**config.mk**
```make
export PLATFORM = sky130hd
export DESIGN_NAME = serial_word_receiver
export DESIGN_NICKNAME = d
export VERILOG_FILES = /design/src/rtl/serial_pkg.sv /design/src/rtl/serial_rx_shifter.sv /design/src/rtl/serial_word_receiver.sv
export SDC_FILE = /design/constraint.sdc
export NUM_CORES = 1
export LEC_CHECK = 0
export CAP_MARGIN = 20
export CORE_UTILIZATION = 40
export CTS_CLUSTER_DIAMETER = 60
export DETAILED_ROUTE_END_ITERATION = 8
export MAX_ROUTING_LAYER = met4
export PLACE_DENSITY = 0.67
export SLEW_MARGIN = 20
export SYNTH_ARGS = -nofsm -noshare
export SYNTH_HDL_FRONTEND = slang
export SYNTH_SLANG_ARGS = --single-unit
```
**constraint.sdc**
```tcl
create_clock -name Clk -period 2.1 [get_ports Clk]
set_input_delay 0.42 -clock Clk [delete_from_list [all_inputs] [get_ports Clk]]
set_output_delay 0.42 -clock Clk [all_outputs]
set_load 0.005 [all_outputs]
```
**src/rtl/serial_pkg.sv**
```systemverilog
// Shared definitions for the serial transceiver: word width, FSM states,
// beat-count helper and the legal beat-width check.
package serial_pkg;

    localparam int WORD_W = 32;

    typedef enum logic [1:0] {
        IDLE  = 2'd0,
        SHIFT = 2'd1,
        HOLD  = 2'd2
    } state_t;

    function automatic int beats(input int width);
        return WORD_W / width;
    endfunction

    function automatic bit width_legal(input int width);
        return (width == 1) || (width == 2) || (width == 4) ||
               (width == 8) || (width == 16) || (width == 32);
    endfunction

endpackage

```
**src/rtl/serial_rx_shifter.sv**
```systemverilog
// Receive shift register and beat counter: load_first restarts a word with
// the current beat, shift appends the beat MSB-first.
module serial_rx_shifter
    import serial_pkg::*;
#(
    parameter int WIDTH = 1,
    parameter int CNT_W = $clog2(beats(WIDTH)) + 1
) (
    input  logic              Clk,
    input  logic              Reset,
    input  logic [WIDTH-1:0]  Din,
    input  logic              load_first,
    input  logic              shift,
    output logic [CNT_W-1:0]  count_out,
    output logic [WORD_W-1:0] word_out
);

    logic [WORD_W-1:0] shifted;

    // A full-word beat replaces the register outright.
    if (WIDTH == WORD_W) begin : g_full
        assign shifted = Din;
    end else begin : g_part
        assign shifted = {word_out[WORD_W-1-WIDTH:0], Din};
    end

    always_ff @(posedge Clk) begin
        if (Reset) begin
            word_out  <= '0;
            count_out <= '0;
        end else if (load_first) begin
            word_out  <= WORD_W'(Din);
            count_out <= CNT_W'(1);
        end else if (shift) begin
            word_out  <= shifted;
            count_out <= count_out + CNT_W'(1);
        end
    end

endmodule

```
**src/rtl/serial_word_receiver.sv**
```systemverilog
// Reassembles WIDTH-bit MSB-first beats into 32-bit words on a valid/ack
// handshake with sticky error flags. SERIAL_RX_PARITY_EN adds a parity beat.
//
// state | meaning
// IDLE  | waiting for a Sof beat
// SHIFT | frame in progress, collecting beats (and parity beat if enabled)
// HOLD  | word presented on DataOut until RxAck
module serial_word_receiver
    import serial_pkg::*;
#(
    parameter int WIDTH = 1
) (
    input  logic              Clk,
    input  logic              Reset,
    input  logic [WIDTH-1:0]  Din,
    input  logic              DinValid,
    input  logic              Sof,
    input  logic              RxAck,
    input  logic              ErrClr,
    output logic [WORD_W-1:0] DataOut,
    output logic              RxValid,
    output logic              RxBusy,
    output logic              Overrun,
    output logic              FrameErr
`ifdef SERIAL_RX_PARITY_EN
    ,
    output logic              ParityErr
`endif
);

    localparam int BEATS = beats(WIDTH);
    localparam int CNT_W = $clog2(BEATS) + 1;
`ifdef SERIAL_RX_PARITY_EN
    localparam bit PAR_EN = 1'b1;
`else
    localparam bit PAR_EN = 1'b0;
`endif
    localparam state_t FIRST_NEXT = (BEATS == 1 && !PAR_EN) ? HOLD : SHIFT;

    if (!width_legal(WIDTH)) begin : g_bad_width
        $error("serial_word_receiver: WIDTH must divide 32 (1,2,4,8,16,32)");
    end

    state_t            state_q, state_d;
    logic              load_first, shift;
    logic              ovr_set, fe_set;
    logic [CNT_W-1:0]  count_out;
    logic [WORD_W-1:0] word_out;
`ifdef SERIAL_RX_PARITY_EN
    logic              pe_set;
`endif

    serial_rx_shifter #(
        .WIDTH (WIDTH),
        .CNT_W (CNT_W)
    ) u_shifter (
        .Clk        (Clk),
        .Reset      (Reset),
        .Din        (Din),
        .load_first (load_first),
        .shift      (shift),
        .count_out  (count_out),
        .word_out   (word_out)
    );

    always_ff @(posedge Clk) begin
        if (Reset) state_q <= IDLE;
        else       state_q <= state_d;
    end

    always_comb begin
        state_d    = state_q;
        load_first = 1'b0;
        shift      = 1'b0;
        ovr_set    = 1'b0;
        fe_set     = 1'b0;
`ifdef SERIAL_RX_PARITY_EN
        pe_set     = 1'b0;
`endif
        case (state_q)
            IDLE: begin
                if (DinValid && Sof) begin
                    load_first = 1'b1;
                    state_d    = FIRST_NEXT;
                end
            end
            SHIFT: begin
                if (DinValid) begin
                    if (Sof) begin
                        fe_set     = 1'b1;
                        load_first = 1'b1;
                        state_d    = FIRST_NEXT;
                    end
`ifdef SERIAL_RX_PARITY_EN
                    else if (count_out == CNT_W'(BEATS)) begin
                        pe_set  = ^{word_out, Din[0]};
                        state_d = HOLD;
                    end
`endif
                    else begin
                        shift = 1'b1;
                        if (!PAR_EN && count_out == CNT_W'(BEATS - 1))
                            state_d = HOLD;
                    end
                end
            end
            HOLD: begin
                if (RxAck) begin
                    if (DinValid && Sof) begin
                        load_first = 1'b1;
                        state_d    = FIRST_NEXT;
                    end else begin
                        state_d = IDLE;
                    end
                end else if (DinValid) begin
                    ovr_set = 1'b1;
                end
            end
            default: state_d = IDLE;
        endcase
    end

    // Flags: a new error event outranks a simultaneous clear.
    always_ff @(posedge Clk) begin
        if (Reset) begin
            Overrun  <= 1'b0;
            FrameErr <= 1'b0;
        end else begin
            if (ovr_set)     Overrun <= 1'b1;
            else if (ErrClr) Overrun <= 1'b0;
            if (fe_set)      FrameErr <= 1'b1;
            else if (ErrClr) FrameErr <= 1'b0;
        end
    end

`ifdef SERIAL_RX_PARITY_EN
    always_ff @(posedge Clk) begin
        if (Reset)       ParityErr <= 1'b0;
        else if (pe_set) ParityErr <= 1'b1;
        else if (ErrClr) ParityErr <= 1'b0;
    end
`endif

    assign DataOut = word_out;
    assign RxValid = (state_q == HOLD);
    assign RxBusy  = (state_q == SHIFT);

endmodule

```
After elaboration in Yosys (flattened, before gate mapping)
Cells that the tools add are included.

Flip-flop bits (word level): 42. Input port bits: 7. Logic and storage cells: 48.

Add/subtract/negate cells: 1. Equality and inequality tests: 7. Muxes and demuxes: 26. Reductions and logical operators: 7.

Operators by type and width (number): $mux W1 (19); $mux W2 (5); $add A6 B1 Y6 const B (1); $eq A6 B5 Y1 const B (1); $ne A2 B2 Y1 const B (3); $pmux W2 S3 (1); $reduce_bool A2 Y1 (3); $reduce_and A4 Y1 (1); $ne A3 B2 Y1 const B (1); $pmux W1 S3 (1); $eq A2 B1 Y1 const B (1); $eq A2 B2 Y1 const B (1); $logic_not A2 Y1 (1); $reduce_or A2 Y1 (1); $logic_and A1 B1 Y1 (1).

Depth between registers and ports, before layout
Gate-level depths: netlist (run 1).

Word-level depth: 5. Gate-level depth with buffers: 6.

By module
From an unflattened synthesis (run 1), not the netlist that was laid out.

Cells, all modules: 160. Area total of the unflattened synthesis: 1617.8 um^2.

Modules (own cells, without submodules): serial_rx_shifter (times used 1, cells each 132, area each 1383.8 um^2); serial_word_receiver (times used 1, cells each 28, area each 234.0 um^2).

Least setup slack after synthesis (run 1)
No wires, ideal clock.

Path type: register -> register. Start: register u_shifter.count_out[0]. End: register state_q[0]. Arrival time: 1.168 ns. Required time: 2.014 ns. Path slack: 0.847 ns. Cell stages (with the launch flop): 6. Path buffers: 0. Clock period less this slack: 1.253 ns. Cell sequence: dfxtp_1 -> ha_1 -> nand2_1 -> nor3_1 -> or3b_1 -> a211oi_1.

Word-level cells in the longest chain between the ends: 3.

RTL lines: from (decl) (line serial_rx_shifter.sv:14) `output logic [CNT_W-1:0] count_out,`; from (signal assigned) (line serial_rx_shifter.sv:36) `count_out <= count_out + CNT_W'(1);`; $eq A6 B5 Y1 (line serial_word_receiver.sv:102) `if (!PAR_EN && count_out == CNT_W'(BEATS - 1))`; $ne A3 B2 Y1 (no source line); $reduce_and A4 Y1 (no source line); to (signal assigned) (line serial_word_receiver.sv:68) `else state_q <= state_d;`; to (decl) (line serial_word_receiver.sv:44) `state_t state_q, state_d;`.

Every way passes these cells. A chain may end at the register's enable or synchronous reset.

Worst setup path after layout (run 1)
Start: register state_q[1]. End: output port RxValid.

Word-level cells in the longest chain between the ends: 1.

RTL lines: $eq A2 B2 Y1 (line serial_word_receiver.sv:145) `assign RxValid = (state_q == HOLD);`; to (decl) (line serial_word_receiver.sv:21) `output logic RxValid,`.

Every way passes these cells.

==> qor.yml, run 1 <==
max_freq_mhz: 515
critical-path-slowest-cell: "dfxtp_1"
combPwrFrac: 0.060
yosysTopAreaCellShare: 0.482
yosys.area_share.simple: 0.241
start_kind: "flip-flop"
synth_largest_area_cell: "dfxtp_1"
finalSetupTns_ns: 0
crit_fanout: 10
layout.nets: 251
grt-ovfl-total: 0
worstMarginPinSlew_ns: 0.360
synth.area.top_cells: "dfxtp_1 48%, nand2_1 15%, a21oi_2 13%, a21oi_1 2.6%, buf_6 2.6%"
cts_buffer_depth: 2
synth.yosys.warnings: 0
path_class: "reg2out"
r2r_cells: 5
hold_viol: 0
initial_utilization: 0.427
finalWirelength_um: 3290
rows: 23
outcome: "finished, final reports clean"
end_kind: "primary output"
r2r_slack_ns: 0.69
postLayoutCellArea_um2: 2270
vias: 1414
core_area_um2: 4090
routabilityCongestion: 0.775
grt_pass1_wl_um: 5520
arrival_ns: 1.52
ctsResizeCount: 0
h-tree-depth: 2
cts_made_buffers: 5
synth_top_family_by_area: "simple AND/OR/NAND/NOR gates"
max_stage_delay_ns: 0.54
holdWs_ns: 0.471
synth_cells: 198
leakage_nw: 0.716
p_sw_mw: 0.306
fillers: 390
hold_depth: 2
syn-num-nets: 206
dp_hpwl_um: 2390
postRouteAntennaNets: 0
fp.dieH_um: 68.0
path_clk_slew_ns: 0.08
synth.cell_area_um2: 1740
yosysSeqAreaShare: 0.482
viasPerCell: 4.83
slew_viol_final: 0
p_per_area_nw_per_um2: 603
p_int_mw: 1.06
grt_max_degree: 21
synth_compound_area_frac: 0.180
rsz0062_at_grt: "false"
synth-edff-count: 0
worstHoldStart: "u_shifter.word_out[3]"
min_to: "u_shifter.word_out[4]"
syn_area_per_cell_um2: 8.81
placed_area_um2: 2200
cp_data_required_time_ns: 1.68
drt-initial-drc-count: 54
io_buffers: 42
cts_root_buffer: "clkbuf_8"
fp.dieW_um: 68.0
synth-adder-area-share: 0.00717
drc: 0
seqPwrFrac: 0.588
cts_tree: "built"
clk_latency_ns: 0.29
ios: 43
track_usage: 0.163
synth_xor_xnor_area_share: 0.0201
holdCritPathClass: "reg2reg"
crit_chain: "and2b_1 > clkdlybuf4s50_1"
ys_seq_elements: 42
detail_route.wl_per_cell_um: 11.2
critPathTopFamily: "flip-flops"
period_minus_slack_ns: 1.94
syn_to_final_growth_pct: 30.3
async_flop_share: 0
synthDistinctLibCells: 30
setup_viol: 0
dr.pass1.iters: 4
antenna_cells: 0
postCtsHoldBufs: 0
maxCapViolCount: 0
skew_ns: 0.00697
grt_pass1_vias: 1227
relSlewSlack: 0.760
switching_share: 0.223
antenna_found_initial: 0
drive_gt1_frac: 0.193
rr_endpoint: "u_shifter.word_out[5]"
ir_drop_mv: 0.350
reg2reg_from: "state_q[0]"
synth_top_flop_cell: "dfxtp_1"
p_clk_frac: 0.352
synth.area.mux_share: 0.0115
crit_buf_inv: 1
cts_setup_buffers: 0
cts_num_sinks: 42
dieArea_um2: 4630
finalCritPeriodShare: 0.925
## power by group through the flow
| stage | Clock (mW) | Sequential (mW) | Combinational [mW] |
|---|---|---|---|
| final | 0.483 | 0.805 | 0.0827 |
| after global routing | 0.542 | 0.806 | 0.0906 |
| after CTS | 0.500 | 0.805 | 0.0839 |
| after detailed placement | 0 | 0.824 | 0.0832 |
| after global placement | 0 | 0.824 | 0.0828 |
| after floorplan | 0 | 0.823 | 0.0562 |
## how the worst max path moves through the flow
stage / start / cells after the start / to / slack, ns
CTS: state_q[1] / 2 / RxValid / 0.14
global placement: Sof / 5 / u_shifter.word_out[18] / 0.23
global route: state_q[1] / 2 / RxValid / 0.07
finish: state_q[1] / 2 / RxValid / 0.16
floorplan: u_shifter.count_out[0] / 5 / state_q[0] / 0.85
detailed placement: DinValid / 6 / u_shifter.word_out[5] / 0.22
## through the flow
step / utilization / power (mW) / std cells / setup slack, ns
6_report: 0.556 / 1.37 / 293 / 0.157
5_1_grt: 0.556 / 1.44 / 293 / 0.0711
4_1_cts: 0.556 / 1.39 / 293 / 0.143
3_5_place_dp: 0.538 / 0.907 / 286 / 0.221
3_3_place_gp: 0.538 / 0.907 / 286 / 0.229
2_1_floorplan: - / 0.879 / 198 / 0.847
## area by class of cell
type,count,area (µm²),area share
Multi-Input combinational cell,142,802,0.353
Tap cell,50,62.6,0.0275
Timing Repair Buffer,51,488,0.215
Inverter,1,3.75,0.00165
Sequential cell,42,841,0.370
Clock buffer,7,76.3,0.0336
## tightest hold or removal path, cell delays in order, from the launching register on
cell	delay, ns
dfxtp_1	0.32
nand2_1	0.06
a21oi_1	0.05
## flip-flops by register name (all words and copies together) (netlist names)
register	cells
u_shifter.word_out	32
u_shifter.count_out	6
state_q	2
FrameErr	1
Overrun	1
## per-layer routing
metal	GRT usage	part of all wire	vias to the layer above
li1	-	-	733
met1	0.204	0.51	642
met2	0.248	0.44	35
met3	0.0550	0.039	4
met4	0.0469	0.0097	0
met5	-	0	-
## synthesized netlist by cell type (2+ instances only)
library cell	count
nand2_1	69
dfxtp_1	42
a21oi_2	26
a21oi_1	9
nor2_1	7
buf_2	6
buf_6	4
nor2_2	4
buf_4	3
a211oi_1	2
mux2i_1	2
nand3_1	2
nor2b_1	2
o21ai_0	2
xnor2_1	2
xor2_1	2
## cells by family (layout without fill, tap and decap cells)
logic type	Yosys count	after routing
flops	42	42
compound gates	41	41
buf+inv	14	59
fa+ha+maj	1	1
mux	2	2
xor+xnor	4	4
simple gates	94	94
## layout by cell type (no fill, tap or decap), types with 2 or more instances in the layout
| master | instances |
|---|---|
| a211oi_1 | 2 |
| nand3_1 | 2 |
| xor2_1 | 2 |
| nor2_1 | 7 |
| a21oi_1 | 9 |
| nand2_1 | 69 |
| xnor2_1 | 2 |
| clkbuf_8 | 5 |
| clkbuf_1 | 2 |
| clkdlybuf4s50_1 | 42 |
| buf_4 | 9 |
| mux2i_1 | 2 |
| o21ai_0 | 2 |
| dfxtp_1 | 42 |
| nor2_2 | 4 |
| nor2b_1 | 2 |
| a21oi_2 | 26 |
Power figures use the tool's default switching activity.
==> run 2, diff against run 1 <==
--- a/config.mk
+++ b/config.mk
@@ -9,8 +9,8 @@
 export CORE_UTILIZATION = 40
 export CTS_CLUSTER_DIAMETER = 60
 export DETAILED_ROUTE_END_ITERATION = 8
+export DONT_BUFFER_PORTS = 1
 export MAX_ROUTING_LAYER = met4
-export PLACE_DENSITY = 0.67
 export SLEW_MARGIN = 20
 export SYNTH_ARGS = -nofsm -noshare
 export SYNTH_HDL_FRONTEND = slang
==> qor.yml, run 2 (synthesized netlist as in run 1, its figures left out) <==
outcome: "finished, final reports clean"
p_per_area_nw_per_um2: 761
cts_made_buffers: 5
viasPerCell: 5.05
path_clk_slew_ns: 0.07
cts_root_buffer: "clkbuf_8"
power_mw: 1.39
postRouteAntennaNets: 0
seqPwrFrac: 0.578
max_freq_mhz: 588
antenna_found_initial: 0
vias: 1248
relSlewSlack: 0.334
cts_num_sinks: 42
fp.dieH_um: 68.0
layout.nets: 204
postCtsHoldBufs: 0
final_common_cell: "nand2_1"
core_area_um2: 4090
grt_pass1_wl_um: 5290
top_regs: "u_shifter.word_out: 32 flops, u_shifter.count_out: 6 flops, state_q: 2 flops"
switching_share: 0.224
finalSetupTns_ns: 0
min_to: "FrameErr"
placed_area_um2: 1740
detail_route.wl_per_cell_um: 13.6
grt_max_degree: 37
dp_hpwl_um: 2250
syn_to_final_growth_pct: 4.95
rsz0062_at_grt: "false"
regArea_um2: 841
dieArea_um2: 4630
start_kind: "flip-flop"
leakage_nw: 0.557
combPwrFrac: 0.040
cts_buffer_depth: 2
crit_fanout: 36
cts_setup_buffers: 0
p_sw_mw: 0.312
grt-ovfl-total: 0
ios: 43
cts_tree: "built"
ir_drop_mv: 0.265
end_kind: "flip-flop"
io_buffers: 0
reg2reg_from: "state_q[0]"
skew_ns: 0.00551
rr_endpoint: "u_shifter.word_out[2]"
p_int_mw: 1.08
final_cells: 247
dr.pass1.iters: 4
rows: 23
maxCapViolCount: 0
drive_gt1_frac: 0.223
hold_viol: 0
finalWirelength_um: 3350
postLayoutCellArea_um2: 1830
layout_common_cells: "69 x nand2_1, 42 x dfxtp_1, 26 x a21oi_2"
clk_latency_ns: 0.29
fillers: 401
regMostFlops: "u_shifter.word_out"
track_usage: 0.159
drc: 0
period_minus_slack_ns: 1.70
initial_utilization: 0.427
hold_depth: 1
path_class: "reg2reg"
p_clk_frac: 0.382
multiInputGateArea_um2: 802
worstHoldStart: "Reset"
drt-initial-drc-count: 72
finalCritPeriodShare: 0.810
r2r_slack_ns: 0.40
arrival_ns: 1.83
grt_pass1_vias: 1121
largest_register_ffs: 32
cp_data_required_time_ns: 2.23
antenna_cells: 0
slew_viol_final: 0
holdCritPathClass: "in2reg"
h-tree-depth: 2
ctsResizeCount: 0
fin_ws_ns: 0.399
worstMarginPinSlew_ns: 0.999
post-place-ws_ns: 0.391
placed_cells: 239
fp.dieW_um: 68.0
r2r_cells: 4
setup_viol: 0
routabilityCongestion: 0.694
run 2: worst max path at each step:
stage	start	endpoint	slack, ns
global route	state_q[0]	u_shifter.word_out[2]	0.25
CTS	state_q[0]	u_shifter.word_out[2]	0.38
global placement	state_q[0]	u_shifter.word_out[5]	0.48
detailed placement	state_q[0]	u_shifter.word_out[1]	0.39
floorplan	u_shifter.count_out[0]	state_q[0]	0.85
finish	state_q[0]	u_shifter.word_out[2]	0.40
run 2: area by class of cell:
class                           instances  share of cell area
Inverter                                1             0.00205
Timing Repair Buffer                    4              0.0164
Multi-Input combinational cell        142               0.438
Clock buffer                            7              0.0472
Clock inverter                          1             0.00273
Tap cell                               50              0.0342
Sequential cell                        42               0.459
run 2: routing by layer:
metal | up-vias | part of all wire | track usage
met1 | 576 | 0.47 | 0.190
li1 | 639 | - | -
met2 | 28 | 0.45 | 0.235
met4 | 0 | 0.017 | 0.0625
met5 | - | 0 | -
met3 | 5 | 0.064 | 0.0650
run 2: power by group through the flow:
stage	Clock (mW)	Combinational (mW)	Sequential, mW
CTS	0.551	0.0554	0.806
global route	0.585	0.0611	0.806
detailed placement	0	0.0552	0.824
global placement	0	0.0534	0.824
finish	0.532	0.0552	0.806
floorplan	0	0.0562	0.823
run 2: critical path: stages, from the launching register on:
cell and delay (ns):
dfxtp_1 0.37, nand2b_1 0.18, a21oi_1 0.13, or2_2 0.78, a21oi_1 0.08
run 2: stage by stage:
stage                      util  hold WS, ns
after detailed placement  0.426        0.479
after floorplan               -        0.459
after CTS                 0.448        0.177
after global placement    0.426        0.473
after global routing      0.448        0.177
final                     0.448        0.190
==> run 3, diff against run 2 <==
==> constraint.sdc (replaced) <==
create_clock -name Clk -period 1.7 [get_ports Clk]
set_input_delay 0.34 -clock Clk [delete_from_list [all_inputs] [get_ports Clk]]
set_output_delay 0.34 -clock Clk [all_outputs]
set_load 0.005 [all_outputs]
==> qor.yml, run 3 (synthesized netlist as in run 1, its figures left out) <==
hold_viol: 0
track_usage: 0.154
finalWirelength_um: 3200
cts_buffer_depth: 2
drc: 0
leakage_nw: 0.566
max_freq_mhz: 699
outcome: "finished, final reports clean"
grt_pass1_vias: 1143
routabilityCongestion: 0.673
cp_common_cell: "a21oi_1"
skew_ns: 0.00773
cts_tree: "built"
final_common_cell: "nand2_1"
critPathLaunch: "state_q[0]"
initial_utilization: 0.427
clk_latency_ns: 0.29
syn_to_final_growth_pct: 6.31
max_stage_delay_ns: 0.45
holdCritPathClass: "in2reg"
setup_viol: 0
viasPerCell: 5.24
period_minus_slack_ns: 1.43
arrival_ns: 1.65
ctsResizeCount: 0
r2r_cells: 5
p_clk_frac: 0.379
grt-ovfl-total: 0
largest_register_ffs: 32
ir_drop_mv: 0.325
core_area_um2: 4090
fp.dieH_um: 68.0
drive_gt1_frac: 0.232
cts_setup_buffers: 0
p_per_area_nw_per_um2: 929
postRouteAntennaNets: 0
rows: 23
p_int_mw: 1.34
dieArea_um2: 4630
top_regs: "u_shifter.word_out: 32 flops, u_shifter.count_out: 6 flops, state_q: 2 flops"
path_clk_slew_ns: 0.08
power_mw: 1.72
combPwrFrac: 0.043
end_kind: "flip-flop"
rsz0062_at_grt: "false"
crit_end: "u_shifter.word_out[3]"
reg2reg_from: "state_q[0]"
h-tree-depth: 2
fp.dieW_um: 68.0
r2r_slack_ns: 0.27
critical-path-slowest-cell: "dfxtp_1"
grt_pass1_wl_um: 5070
detail_route.wl_per_cell_um: 12.9
regMostFlops: "u_shifter.word_out"
path_class: "reg2reg"
drt-initial-drc-count: 51
crit_fanout: 36
ios: 43
holdWs_ns: 0.111
relSlewSlack: 0.767
layout_common_cells: "69 x nand2_1, 42 x dfxtp_1, 26 x a21oi_2"
cts_root_buffer: "clkbuf_8"
cp_data_required_time_ns: 1.92
dp_hpwl_um: 2270
layout.nets: 205
slew_viol_final: 0
antenna_found_initial: 0
rr_endpoint: "u_shifter.word_out[3]"
switching_share: 0.222
io_buffers: 0
p_sw_mw: 0.383
finalCritPeriodShare: 0.842
maxCapViolCount: 0
worstMarginPinSlew_ns: 0.349
seqPwrFrac: 0.578
grt_max_degree: 37
cts_made_buffers: 5
start_kind: "flip-flop"
postCtsHoldBufs: 0
dr.pass1.iters: 4
crit_chain: "nand2b_1 > a21oi_1 > or2_2 > buf_12 > a21oi_1"
finalSetupTns_ns: 0
vias: 1300
antenna_cells: 0
cts_num_sinks: 42
## run 3: metal layers
metal	vias to the layer above	GRT usage	part of all wire
met1	617	0.167	0.45
met3	6	0.0600	0.067
met2	36	0.245	0.47
met5	-	-	0
li1	641	-	-
met4	0	0.0729	0.018
## run 3: through the flow
stage	cell area (µm²)	utilization	setup slack, ns	std cells
detailed placement	1760	0.430	0.296	240
CTS	1850	0.454	0.273	248
finish	1850	0.454	0.269	248
floorplan	1740	-	0.447	198
global placement	1760	0.430	0.339	240
global route	1850	0.454	0.152	248
## run 3: critical path: cells and delay by family (launching register included)
family / cells / cell delay, ns
AO/OA/AOI/OAI: 2 / 0.23
buffers and inverters: 1 / 0.19
flip-flops: 1 / 0.45
AND/OR/NAND/NOR: 2 / 0.49
## run 3: worst min-delay path by stage
| stage | startpoint | endpoint | slack, ns | cells after the start |
|---|---|---|---|---|
| 6_report | Reset | state_q[1] | 0.11 | 1 |
| 5_1_grt | Reset | state_q[1] | 0.09 | 1 |
| 4_1_cts | Reset | state_q[1] | 0.1 | 1 |
| 3_5_place_dp | Reset | u_shifter.count_out[0] | 0.41 | 1 |
| 3_3_place_gp | Reset | state_q[1] | 0.41 | 1 |
| 2_1_floorplan | Reset | FrameErr | 0.41 | 1 |
## run 3: layout make-up
type / count / area [µm²]
multi-input cells: 142 / 802
repair buffers: 5 / 50.0
well taps: 50 / 62.6
fillers: 399 / 2230
inverters: 1 / 3.75
clock inverters: 2 / 12.5
clock buffers: 6 / 82.6
flip-flops and latches: 42 / 841
## run 3: power by group through the flow
stage | Clock (mW) | Sequential, mW | Combinational [mW]
after CTS | 0.676 | 0.995 | 0.0751
after global placement | 0 | 1.02 | 0.0729
after floorplan | 0 | 1.02 | 0.0694
final | 0.653 | 0.996 | 0.0743
after detailed placement | 0 | 1.02 | 0.0750
after global routing | 0.709 | 0.996 | 0.0810
